## config.mk

```make
export PLATFORM = sky130hd
export DESIGN_NAME = coax_rx_sequencer
export DESIGN_NICKNAME = d
export VERILOG_FILES = /design/src/rtl/coax_rx_sequencer.sv
export SDC_FILE = /design/constraint.sdc
export NUM_CORES = 1
export LEC_CHECK = 0
export CAP_MARGIN = 0
export CORE_ASPECT_RATIO = 1.75
export CORE_MARGIN = 2
export CORE_UTILIZATION = 60
export DETAILED_ROUTE_END_ITERATION = 8
export HOLD_SLACK_MARGIN = 0.05
export PLACE_DENSITY_LB_ADDON = 0.25
export SLEW_MARGIN = 20
export SYNTH_ARGS = -nofsm -noshare
export SYNTH_HDL_FRONTEND = slang
export SYNTH_SLANG_ARGS = --single-unit
export TNS_END_PERCENT = 5
```

## constraint.sdc

```tcl
create_clock -name clk -period 8.4 [get_ports clk]
set_input_delay 1.26 -clock clk [delete_from_list [all_inputs] [get_ports clk]]
set_output_delay 1.26 -clock clk [all_outputs]
set_load 0.05 [all_outputs]
```

## src/rtl/coax_rx_sequencer.sv

```systemverilog
// Frames coax_rx words into EOF-tagged messages and in-band error words, buffered in a FWFT FIFO.
// Latency: a word is pushed on the next strobe or at frame end and is visible one cycle later; an error word is visible 2 cycles after rx_error.
// Backpressure: none toward coax_rx; a push while full is dropped and sets sticky overflow. Optional counter: COAX_RX_SEQUENCER_FRAME_COUNT_EN.
module coax_rx_sequencer #(
  parameter int DEPTH        = 16,
  parameter int GUARD_CYCLES = 8
) (
  input  logic        clk,
  input  logic        reset,
  input  logic        enable,
  input  logic        rx_active,
  input  logic        rx_strobe,
  input  logic        rx_error,
  input  logic [9:0]  rx_data,
  output logic        rx_reset,
  input  logic        rd_en,
  output logic [11:0] rd_data,
  output logic        empty,
  output logic        full,
  output logic        overflow,
  input  logic        clr_overflow,
  output logic [7:0]  frame_count
);

  localparam int AW = $clog2(DEPTH);
  localparam logic [7:0] GUARD_LOAD = 8'(GUARD_CYCLES);

  typedef enum logic [2:0] {DISABLED, IDLE, RECEIVING, ERROR, GUARD} state_t;
  typedef struct packed {
    logic       err;
    logic       eof;
    logic [9:0] dat;
  } word_t;

  state_t     state;
  logic       pend_vld;
  logic [9:0] pend_dat;
  logic [9:0] err_code;
  logic [7:0] guard_cnt;

  word_t push_dat;
  logic  push_vld;

  // Held word is only released once we know whether it ends the frame.
  always_comb begin
    push_vld     = 1'b0;
    push_dat.err = 1'b0;
    push_dat.eof = 1'b0;
    push_dat.dat = pend_dat;
    if (enable) begin
      case (state)
        RECEIVING: begin
          if (rx_error || rx_strobe) begin
            push_vld = pend_vld;
          end else if (!rx_active) begin
            push_vld     = pend_vld;
            push_dat.eof = 1'b1;
          end
        end
        ERROR: begin
          push_vld     = 1'b1;
          push_dat.err = 1'b1;
          push_dat.eof = 1'b1;
          push_dat.dat = err_code;
        end
        default: ;
      endcase
    end
  end

  always_ff @(posedge clk or posedge reset) begin
    if (reset) begin
      state     <= DISABLED;
      rx_reset  <= 1'b1;
      pend_vld  <= 1'b0;
      pend_dat  <= '0;
      err_code  <= '0;
      guard_cnt <= '0;
    end else if (!enable) begin
      state     <= DISABLED;
      rx_reset  <= 1'b1;
      pend_vld  <= 1'b0;
      guard_cnt <= '0;
    end else begin
      case (state)
        DISABLED: begin
          state    <= IDLE;
          rx_reset <= 1'b0;
        end
        IDLE: begin
          if (rx_error) begin
            state    <= ERROR;
            err_code <= rx_data;
            rx_reset <= 1'b1;
          end else if (rx_active) begin
            state <= RECEIVING;
          end
        end
        RECEIVING: begin
          if (rx_error) begin
            state    <= ERROR;
            err_code <= rx_data;
            rx_reset <= 1'b1;
            pend_vld <= 1'b0;
          end else if (rx_strobe) begin
            pend_dat <= rx_data;
            pend_vld <= 1'b1;
          end else if (!rx_active) begin
            state    <= IDLE;
            pend_vld <= 1'b0;
          end
        end
        ERROR: begin
          state     <= GUARD;
          rx_reset  <= 1'b0;
          guard_cnt <= GUARD_LOAD;
        end
        GUARD: begin
          // Any line activity means the link is not yet quiet: start over.
          if (rx_active) begin
            guard_cnt <= GUARD_LOAD;
          end else if (guard_cnt <= 8'd1) begin
            guard_cnt <= '0;
            state     <= IDLE;
          end else begin
            guard_cnt <= guard_cnt - 8'd1;
          end
        end
        default: begin
          state    <= DISABLED;
          rx_reset <= 1'b1;
        end
      endcase
    end
  end

  logic [AW:0] wptr, rptr, wptr_nx, rptr_nx;
  word_t       mem [DEPTH];
  word_t       head_nx;
  logic        pop, push_acc;

  always_comb begin
    pop      = rd_en && !empty;
    push_acc = push_vld && (!full || pop);
    wptr_nx  = wptr + (AW+1)'(push_acc);
    rptr_nx  = rptr + (AW+1)'(pop);
    // Bypass when the next head is the slot being written this cycle.
    if (push_acc && (rptr_nx == wptr)) head_nx = push_dat;
    else                               head_nx = mem[rptr_nx[AW-1:0]];
  end

  always_ff @(posedge clk) begin
    if (push_acc) mem[wptr[AW-1:0]] <= push_dat;
  end

  always_ff @(posedge clk or posedge reset) begin
    if (reset) begin
      wptr     <= '0;
      rptr     <= '0;
      empty    <= 1'b1;
      full     <= 1'b0;
      overflow <= 1'b0;
      rd_data  <= '0;
    end else begin
      wptr     <= wptr_nx;
      rptr     <= rptr_nx;
      empty    <= (wptr_nx == rptr_nx);
      full     <= (wptr_nx[AW] != rptr_nx[AW]) && (wptr_nx[AW-1:0] == rptr_nx[AW-1:0]);
      overflow <= (push_vld && full && !pop) || (overflow && !clr_overflow);
      if (wptr_nx != rptr_nx) rd_data <= head_nx;
    end
  end

`ifdef COAX_RX_SEQUENCER_FRAME_COUNT_EN
  always_ff @(posedge clk or posedge reset) begin
    if (reset) begin
      frame_count <= '0;
    end else if (push_acc && push_dat.eof && !push_dat.err) begin
      frame_count <= frame_count + 8'd1;
    end
  end
`else
  assign frame_count = '0;
`endif

endmodule

```

# Word level (Yosys, flattened, before mapping)
# Memory sizes are Yosys's and may differ from the RTL's.
# Index checks and enable logic that the tools add are counted.
[totals]
ram_bits = 192
elab_cells = 93
memories = 1
register_bits = 58
[mem_list]
columns = ["name", "depth", "word_bits", "rd", "rd_ports_with_merged_regs", "wr", "line", "source"]
rows = [
  ["mem", 16, 12, 1, 0, 1, "138", "word_t mem [DEPTH];"],
]
[op_classes]
order_cmp = 1
n_eq_ne = 19
reduce_logical = 22
bitwise_logic = 1
muxes = 34
add_sub_neg = 3
[op_table]
columns = ["cell", "count"]
rows = [
  ["$mux W12", 2],
  ["$mux W3", 8],
  ["$mux W8", 3],
  ["$pmux W8 S2", 1],
  ["$mux W1", 15],
  ["$pmux W3 S5", 1],
  ["$ne A4 B4 Y1 const B", 3],
  ["$add A5 B1 Y5", 2],
  ["$eq A5 B5 Y1", 2],
  ["$mux W10", 1],
  ["$le A8 B1 Y1 const B", 1],
  ["$sub A8 B1 Y8 const B", 1],
  ["$logic_and A1 B1 Y1", 7],
  ["$eq A3 B2 Y1 const B", 2],
  ["$ne A3 B3 Y1 const B", 2],
  ["$ne A5 B5 Y1", 1],
  ["$reduce_and A5 Y1", 1],
  ["$eq A4 B4 Y1", 1],
  ["$logic_not A1 Y1", 4],
  ["$ne A4 B2 Y1 const B", 1],
  ["$pmux W1 S2", 2],
  ["$reduce_and A2 Y1", 2],
  ["$reduce_and A4 Y1", 1],
  ["$reduce_or A2 Y1", 2],
  ["12 further kinds", 14],
]

# Depth between registers and ports, before layout
# Gate-level depths: netlist (run 1).
[depth]
word_depth = 8
ltp_mapped = 12
ltp_nobuf = 10

# Least setup slack after synthesis (run 1)
# No wires, ideal clock.
[synth_path]
path_kind = "input-to-reg"
start = "in enable"
end = "mem mem[0][0] in the netlist's numbering (enable)"
setup_ps = 396
t_arrival_ps = 3431
path_slack_ps = 4572
path_buffers = 1
cell_stages = 6
cell_sequence = "clkbuf_1 -> nand4b_1 -> o41a_1 -> a21oi_2 -> or3b_1 -> nor3_1"
[synth_via]
elab_chain_len = 4
[synth_rtl]
columns = ["item", "line", "source"]
rows = [
  ["start, declared", "10", "input logic enable,"],
  ["$mux W1", "50", "if (enable) begin"],
  ["$logic_and A1 B1 Y1", "144", "push_acc = push_vld && (!full || pop);"],
  ["$mux W1", "153", "if (push_acc) mem[wptr[AW-1:0]] <= push_dat;"],
  ["$mux W1 (not written as such)", "153", ""],
  ["end, declared", "138", ""],
]
# No other way between the ends.

# Final worst setup path (run 1)
[layout_path]
start = "in enable"
end = "reg rd_data[11]"
[layout_via]
elab_chain_len = 4
elab_cells_between_ends = 7
cone_classes = "add/sub: 1; eq/ne: 1; mux: 3; reduce/logical: 2"
[layout_rtl]
columns = ["item", "line", "source"]
rows = [
  ["$mux W1", "50", ""],
  ["$logic_and A1 B1 Y1", "144", ""],
  ["$add A5 B1 Y5", "145", "wptr_nx = wptr + (AW+1)'(push_acc);"],
  ["via wptr_nx[2]", "137", "logic [AW:0] wptr, rptr, wptr_nx, rptr_nx;"],
  ["$ne A5 B5 Y1", "170", "if (wptr_nx != rptr_nx) rd_data <= head_nx;"],
  ["end signal, assigned", "170", ""],
  ["end, declared", "17", "output logic [11:0] rd_data,"],
]
# The timed path passes the listed nets, and every way through them passes these cells.
# A chain may end at the register's enable or synchronous reset.

==> results of run 1 <==
[cell usage after synthesis (14+ instances only)]
cell type  instances  area, um^2
dfrtp_1           56        1401
nor3_1            21       105.1
mux2i_1           35       350.3
nand2_1           15       56.30
inv_1             14       52.55
a21oi_1           15       75.07
clkbuf_1          16       60.06
o21ai_0           18       90.09
nor2_1            19       71.32
mux2_2            31       349.1
mux4_2            48        1081
edfxtp_1         192        5766
[flip-flops by register name, indices dropped and copies added, names as in the netlist]
register   flops
full           1
guard_cnt      8
rd_data       12
state          3
empty          1
pend_dat      10
pend_vld       1
mem          192
rptr           5
wptr           5
rx_reset       1
overflow       1
err_code      10
[worst register-to-register path, stage by stage, from the launching register on]
cell      delay [ns]
dfrtp_1         0.65
nand4b_1        0.82
o41a_1          0.39
a21oi_2         0.27
ha_1            0.25
ha_1            0.21
xor2_1          0.25
xor2_1          0.17
nor3_1          0.07
buf_4           0.18
and3_4          0.23
o31a_1          0.31
[power groups by stage]
stage / clock network [mW] / logic (mW) / registers, mW
after CTS: 0.967 / 1.75 / 1.65
after detailed placement: 0 / 1.73 / 1.67
after floorplan: 0 / 1.23 / 1.75
after global placement: 0 / 1.70 / 1.66
after global routing: 1.01 / 1.85 / 1.66
final: 0.949 / 1.73 / 1.65
[path summary, 6_finish.rpt]
check,cells after the start,startpoint,endpoint
worst max-delay path,12,enable,rd_data[11]
max in group asynchronous,3,reset,rptr[0]
min in group asynchronous,2,reset,pend_dat[6]
worst max register to register,11,state[0],rd_data[11]
worst min register to register,1,pend_dat[9],pend_dat[9]
worst min-delay path,1,pend_dat[9],pend_dat[9]
[logic make-up (layout without fill, tap and decap cells)]
group / count (synthesis) / count (layout) / share of synthesized area, %
AND/OR/NAND/NOR: 101 / 101 / 5.199
multiplexers: 114 / 114 / 16.89
flip-flops: 250 / 250 / 68.49
XOR/XNOR: 19 / 19 / 2.066
adder cells (fa/ha/maj): 6 / 6 / 0.7122
buffers and inverters: 58 / 100 / 2.683
other: 1 / 8 / 0.03558
AO/OA/AOI/OAI: 63 / 63 / 3.918
[layer usage]
metal | track usage, % | vias to the layer above | part of all wire (%) | routed length [um]
li1 | - | 2456 | - | -
met1 | 26.07 | 2866 | 36 | 7475
met4 | 8.896 | 0 | 3.6 | 746
met3 | 3.038 | 54 | 5.0 | 1046
met5 | 0 | - | 0 | 0
met2 | 43.91 | 179 | 56 | 11710
[cell type report]
class	instances	area, um^2	share of cell area (%)
well taps	231	289.0	2.449
flip-flops and latches	250	7219	61.17
clock inverters	12	91.34	0.7739
repair buffers	48	442.9	3.753
clock buffers	26	586.8	4.972
multi-input cells	311	3120	26.44
inverters	14	52.55	0.4452
[through the flow]
stage	cell area, um^2	setup slack [ns]
6_report	11800	3.750
4_1_cts	11790	3.794
5_1_grt	11800	3.507
3_5_place_dp	11110	3.315
2_1_floorplan	10570	4.572
3_3_place_gp	11110	3.494
==> impl_metrics.csv, run 1 <==
group,metric,value,unit
min_path,holdCritPathClass,"flop to flop",
clock_network,clock_sinks,250,
clock_network,cts_buffers,22,
sta,finalCritPeriodShare,55.36,%
clock_network,cts_tree,"yes",
power_and_ir_drop,intPower,2.842,mW
yosys,ys_ff_latch,250,
power_and_ir_drop,power_switching,1.487,mW
final_layout,fillerInstances,1163,
sta,max_slew_margin,31.34,%
route,drt_wl_total,20980,um
route,routedWlPerCell,23.52,um
power_and_ir_drop,finalPower,4.329,mW
clock_network,cts_max_path_buffers,3,
route,vias_per_cell,6.228,
power_and_ir_drop,clkPwrFrac,21.9,%
yosys,syn_area_per_cell,17.22,um^2
global_routing,grt_pass1_wl,32550,um
power_and_ir_drop,p_sw_share,34.35,%
setup_path,cp_max_fo,16,
final_layout,final_cell_mix,"edfxtp_1, dfrtp_1, mux4_2, mux2i_1, clkdlybuf4s50_1",
clock_network,postCtsSetupBuffers,0,
power_and_ir_drop,ir_drop,245.9,uV
yosys,syn_inst,612,
power_and_ir_drop,leakage,4.157,nW
route,vias,5555,
flow_run,cap_violations,0,
final_layout,layout-drive-gt1-share,21.48,%
floorplanning,die_w,104.2,um
clock_network,cts_max_level,1,
route,first_iter_violations,500,
setup_path,path_class,"primary input to flop",
final_layout,nNetsFinal,671,
place,io_buffers,33,
setup_path,arrival,5.03,ns
final_layout,fin_cells,892,
yosys,synth_cell_types,53,
route,ant_nets,0,
sta,fmax,215.0,MHz
sta,holdWs,0.5076,ns
setup_path,end_kind,"flop",
sta,fin_skew,0.01677,ns
global_routing,grt_max_degree,52,
final_layout,final_common_cell,"edfxtp_1",
route,dr.pass1.iters,5,
setup_path,worst-path-buf-inv,2,
yosys,async_flop_share,23.20,%
final_layout,syn2layout_area_growth,11.98,%
clock_network,clockRootBuffer,"clkbuf_16",
floorplanning,fp-row-count,64,
setup_path,cp_cell_sequence,"clkdlybuf4s50_1, nand4b_1, o41a_1, a21oi_2, ha_1, ha_1, xor2_1, xor2_1, nor3_1, buf_4, and3_4, o31a_1",
global_routing,gr-total-overflow,0,
global_routing,grt_pass1_vias,5835,
setup_path,critPathLaunchType,"primary input",
power_and_ir_drop,seqPwrFrac,38.1,%
floorplanning,dieArea,18680,um^2
setup_path,slowest_stage,"nand4b_1",
sta,rsz0062_at_grt,"no",
floorplanning,core,17380,um^2
global_routing,grt.total_usage,22.94,%
yosys,synth_edf_count,192,
setup_path,cpLargestDelayFamily,"simple AND/OR/NAND/NOR gates",
yosys,synth_ff_type,"edfxtp_1",
global_routing,antenna_found_initial,0,
setup_path,cp.required,8.78,ns
setup_path,reg2reg_slack,4.47,ns
final_layout,final_util,67.92,%
floorplanning,die_h,179.3,um
floorplanning,start_util,60.66,%
sta,finalSetupTns,0,ns
floorplanning,ioPinCount,42,
clock_network,cts-resized-gates,0,
power_and_ir_drop,comb_power_share,40.0,%
sta,tightest_slew,1.026,ns
route,drc,0,
sta,slew_violations,0,
clock_network,insertion_delay,0.51,ns
yosys,synth_area,10540,um^2
place,place_congestion,0.8251,
outcome,status,"finished clean",
yosys,yosysWarningCount,0,
yosys,ys_seq_area_share,68.49,%
power_and_ir_drop,power_density,366.7,nW/um^2
place,dp.final_hpwl,13790,um
sta,finalCriticalPeriod,4.650,ns
clock_network,clk_pin_slew_worst_paths,0.07,ns
setup_path,slowest_delay,0.78,ns
sta,hold_violations,0,
final_layout,diodes,0,
place,dp.cells,854,
sta,setup_viol,0,
clock_network,hold_buffers,0,
Note: power is estimated with default switching activity, not from simulation.
==> inputs of run 2 (changes only) <==
==> constraint.sdc (replaced) <==
create_clock -name clk -period 4.6 [get_ports clk]
set_input_delay 0.69 -clock clk [delete_from_list [all_inputs] [get_ports clk]]
set_output_delay 0.69 -clock clk [all_outputs]
set_load 0.05 [all_outputs]
==> run 2 against run 1 <==
Effect of this change:
- clock power increased by 89%
- non-clock buffer count increased by 10
- design area rose by 0.98%
- first-iteration DRC count decreased by 25%
- utilization rose by 0.66 points
- sequential power increased by 82%
- clock skew fell by 0.0054 ns
- count of clock-buffer cells in the layout up 2
- wire length fell by 0.91%
- hold slack worse by 0.0048 ns
- global-route usage about the same
==> impl_metrics.csv, run 2 (synthesized netlist as in run 1, its figures left out) <==
group,metric,value,unit
final_layout,final_common_cell,"edfxtp_1",
place,placed_cell_area,11210,um^2
final_layout,layout-drive-gt1-share,21.99,%
floorplanning,die_w,104.2,um
final_layout,final_cell_mix,"edfxtp_1, dfrtp_1, mux4_2, mux2i_1, clkdlybuf4s50_1",
clock_network,postCtsSetupBuffers,0,
clock_network,cts_max_path_buffers,3,
place,place_congestion,0.9109,
global_routing,grt.total_usage,22.96,%
sta,fmax,301.7,MHz
setup_path,cp_cell_sequence,"clkdlybuf4s50_1, nand2_1, o41a_1, a21oi_2, ha_1, ha_1, xor2_1, xor2_1, nor3_1, buf_4, and3_4, o31a_1",
sta,tightest_slew,0.9524,ns
global_routing,grt_pass1_vias,5983,
clock_network,clock_sinks,250,
power_and_ir_drop,power_density,670.4,nW/um^2
floorplanning,core,17380,um^2
clock_network,cts_buffers,22,
global_routing,antenna_found_initial,0,
setup_path,slowest_stage,"clkdlybuf4s50_1",
clock_network,cts-resized-gates,0,
floorplanning,dieArea,18680,um^2
setup_path,cp_max_fo,14,
sta,finalSetupTns,0,ns
setup_path,rr_worst_depth,11,
global_routing,gr-total-overflow,0,
power_and_ir_drop,ir_drop,434.3,uV
route,ant_nets,0,
floorplanning,ioPinCount,42,
setup_path,arrival,3.70,ns
clock_network,insertion_delay,0.50,ns
final_layout,nNetsFinal,681,
final_layout,largest_reg_flops,192,
setup_path,cp.required,4.99,ns
sta,finalCritPeriodShare,72.05,%
sta,hold_violations,0,
final_layout,syn2layout_area_growth,13.07,%
setup_path,reg2reg_slack,1.30,ns
clock_network,cts_tree,"yes",
sta,rsz0062_at_grt,"no",
setup_path,critPathLaunchType,"primary input",
floorplanning,fp-row-count,64,
min_path,holdCritPathClass,"flop to flop",
sta,slew_violations,0,
sta,holdWs,0.5028,ns
place,dp.final_hpwl,14350,um
route,first_iter_violations,375,
sta,finalCriticalPeriod,3.314,ns
sta,max_slew_margin,36.23,%
sta,fin_skew,0.01132,ns
clock_network,hold_buffers,0,
sta,setup_viol,0,
clock_network,clockRootBuffer,"clkbuf_16",
route,dr.pass1.iters,6,
route,drc,0,
clock_network,cts_max_level,1,
route,routedWlPerCell,23.00,um
flow_run,cap_violations,0,
route,vias,5606,
route,vias_per_cell,6.201,
setup_path,slowest_delay,0.65,ns
setup_path,end_kind,"flop",
power_and_ir_drop,leakage,4.241,nW
global_routing,grt_pass1_wl,32640,um
final_layout,diodes,0,
final_layout,design_area,11920,um^2
min_path,hold_depth,1,
place,io_buffers,33,
floorplanning,die_h,179.3,um
outcome,status,"finished clean",
final_layout,final_util,68.58,%
floorplanning,start_util,60.66,%
clock_network,clk_pin_slew_worst_paths,0.07,ns
setup_path,path_class,"primary input to flop",
global_routing,grt_max_degree,51,
route,drt_wl_total,20790,um
==> run 2: final timing paths <==
path,start,to
setup / recovery,enable,rd_data[11]
hold / removal,pend_dat[2],pend_dat[2]
setup reg to reg,state[1],rd_data[11]
hold reg to reg,pend_dat[2],pend_dat[2]
max in group asynchronous,reset,empty
min in group asynchronous,reset,err_code[4]
==> run 2: power breakdown <==
group	internal [mW]	leakage [nW]	total, mW	switching, mW
clock	1.03	0.343	1.79	0.759
sequential	2.83	2.48	3.01	0.178
combinational	1.43	1.42	3.19	1.76
==> run 2: cell type report <==
cell class,instances,area [um^2]
clock buffer,28,594.3
clock inverter,12,112.6
fill,1114,5459
inverter,14,52.55
multi-input combinational,311,3107
sequential,250,7219
tap,231,289.0
timing repair buffer,58,543.0
==> run 2: through the flow <==
stage	setup slack, ns	power, mW	instances
floorplan	1.342	5.441	619
global placement	0.9309	6.157	864
detailed placement	0.8131	6.266	864
CTS	1.300	8.064	904
global route	1.047	8.368	904
finish	1.286	7.990	904
==> run 2: critical path, delay by kind of cell <==
family	cells	cell delay (ns)
compound gates	3	0.88
xor+xnor	2	0.41
fa+ha+maj	2	0.42
buf+inv	2	0.83
simple gates	3	0.46
==> run 2: layer usage <==
metal / vias up / GRT usage (%) / share of wire [%]
li1: 2483 / - / -
met1: 2888 / 25.72 / 36
met2: 178 / 43.78 / 57
met3: 57 / 3.472 / 4.1
met4: 0 / 9.459 / 3.6
met5: - / 0 / 0
==> inputs of run 3 (changes only) <==
==> constraint.sdc (replaced) <==
create_clock -name clk -period 3.45 [get_ports clk]
set_input_delay 0.5175 -clock clk [delete_from_list [all_inputs] [get_ports clk]]
set_output_delay 0.5175 -clock clk [all_outputs]
set_load 0.05 [all_outputs]
==> run 3 against run 2 <==
Effect of this change:
- setup slack worse by 0.70 ns
- power is 40% higher
- count of clock-buffer cells in the layout is 4 lower
- highest routed layer unchanged
==> impl_metrics.csv, run 3 (synthesized netlist as in run 1, its figures left out) <==
group,metric,value,unit
final_layout,largest_reg_flops,192,
setup_path,rr_worst_depth,10,
setup_path,cp.required,3.84,ns
clock_network,hold_buffers,0,
power_and_ir_drop,p_sw_share,33.27,%
global_routing,grt.total_usage,23.70,%
route,first_iter_violations,395,
sta,setup_slack,0.5879,ns
sta,finalCriticalPeriod,2.862,ns
final_layout,final_cell_mix,"edfxtp_1, dfrtp_1, mux4_2, mux2i_1, buf_4",
clock_network,cts_max_path_buffers,3,
final_layout,final_util,69.97,%
setup_path,slowest_stage,"dfrtp_1",
min_path,hold_depth,1,
power_and_ir_drop,power_switching,3.722,mW
sta,fmax,349.4,MHz
final_layout,final_common_cell,"edfxtp_1",
setup_path,end_kind,"flop",
setup_path,arrival,3.26,ns
sta,slew_violations,0,
floorplanning,die_h,179.3,um
power_and_ir_drop,clkPwrFrac,24.4,%
clock_network,cts-resized-gates,0,
route,routedWlPerCell,23.31,um
clock_network,cts_tree,"yes",
sta,rsz0062_at_grt,"no",
place,io_buffers,33,
setup_path,cp_max_fo,16,
setup_path,slowest_delay,0.58,ns
clock_network,cts_buffers,22,
power_and_ir_drop,intPower,7.465,mW
power_and_ir_drop,ir_drop,462.5,uV
place,dp.final_hpwl,14400,um
route,drc,0,
sta,finalCritPeriodShare,82.96,%
power_and_ir_drop,power_density,920.1,nW/um^2
final_layout,diodes,0,
clock_network,postCtsSetupBuffers,0,
sta,setup_viol,0,
floorplanning,core,17380,um^2
min_path,holdCritPathClass,"flop to flop",
clock_network,clockRootBuffer,"clkbuf_16",
clock_network,insertion_delay,0.51,ns
sta,fin_skew,0.01340,ns
route,ant_nets,0,
setup_path,cp_cell_sequence,"o41a_1, a21oi_2, ha_1, ha_1, xor2_1, xor2_1, nor3_1, buf_4, nand4_1, o31ai_1",
setup_path,crit-reg2reg-launch,"state[0]",
floorplanning,dieArea,18680,um^2
floorplanning,die_w,104.2,um
setup_path,path_class,"flop to flop",
global_routing,grt_max_degree,48,
setup_path,reg2reg_slack,0.59,ns
min_path,hold_start,"pend_dat[6]",
min_path,min_delay_worst_endpoint,"pend_dat[6]",
place,placed_cell_area,11340,um^2
floorplanning,start_util,60.66,%
sta,max_slew_margin,36.18,%
flow_run,cap_violations,0,
setup_path,worst-path-buf-inv,1,
route,dr.pass1.iters,4,
final_layout,layout-drive-gt1-share,24.93,%
route,drt_wl_total,21380,um
place,place_congestion,0.8728,
power_and_ir_drop,comb_power_share,39.8,%
clock_network,cts_max_level,1,
sta,hold_violations,0,
power_and_ir_drop,leakage,4.369,nW
setup_path,r2r_end,"rd_data[4]",
clock_network,clock_sinks,250,
outcome,status,"finished clean",
final_layout,design_area,12160,um^2
setup_path,critPathLaunchType,"flop",
clock_network,clk_pin_slew_worst_paths,0.07,ns
setup_path,cpLargestDelayFamily,"compound AO/OA/AOI/OAI gates",
sta,finalSetupTns,0,ns
global_routing,grt_pass1_vias,5998,
global_routing,antenna_found_initial,0,
sta,tightest_slew,0.9559,ns
place,place_ws,0.1723,ns
final_layout,nNetsFinal,695,
floorplanning,ioPinCount,42,
power_and_ir_drop,seqPwrFrac,35.8,%
global_routing,grt_pass1_wl,33710,um
route,vias_per_cell,6.193,
route,vias,5679,
floorplanning,fp-row-count,64,
final_layout,syn2layout_area_growth,15.35,%
global_routing,gr-total-overflow,0,
[run 3: changes by cell type in the layout (fill, tap and decap cells not counted), sizes merged]
cell / before / now
clkbuf: 28 / 24
inv: 14 / 16
clkinv: 10 / 4
bufinv: 2 / 6
buf: 25 / 39
clkinvlp: 0 / 3
[run 3: layout make-up]
| type | instances | area (um^2) |
|---|---|---|
| well taps | 231 | 289.0 |
| repair buffers | 72 | 673.1 |
| clock inverters | 15 | 237.7 |
| multi-input cells | 311 | 3107 |
| inverters | 14 | 52.55 |
| fillers | 1059 | 5219 |
| flip-flops and latches | 250 | 7219 |
| clock buffers | 24 | 579.3 |
[run 3: worst register-to-register path, delay by kind of cell, from the launching register on]
kind            cells  cell delay, ns
simple gates        2            0.41
compound gates      3            0.80
buf+inv             1            0.25
fa+ha+maj           2            0.39
xor+xnor            2            0.33
flops               1            0.58
[run 3: per-stage QoR]
step	instances	total power [mW]	hold WS, ns
final	917	11.19	0.5088
after global routing	917	11.69	0.5248
after CTS	917	11.27	0.5104
after detailed placement	878	8.518	0.4954
after global placement	878	8.324	0.4790
after floorplan	619	7.254	0.4614
[run 3: how the worst max path moves through the flow]
stage	start	end	cells after the start
floorplan	enable	mem[0][0]	6
global placement	rx_strobe	rd_data[11]	12
detailed placement	rx_strobe	rd_data[11]	12
CTS	empty	rd_data[5]	10
global route	state[0]	rd_data[11]	10
finish	state[0]	rd_data[4]	10
[run 3: power groups by stage]
stage                     sequential [mW]  combinational (mW)  clock [mW]
final                                4.01                4.45        2.73
after floorplan                      4.26                3.00           0
after detailed placement             4.06                4.45           0
after global routing                 4.04                4.77        2.88
after global placement               4.04                4.29           0
after CTS                            4.00                4.49        2.78
[run 3: per-layer routing]
layer,GRT usage [%],vias up,routed length [um]
li1,-,2508,-
met1,26.73,2965,7693
met2,45.97,156,12330
met3,3.183,50,783
met4,8.333,0,571
met5,0,-,0
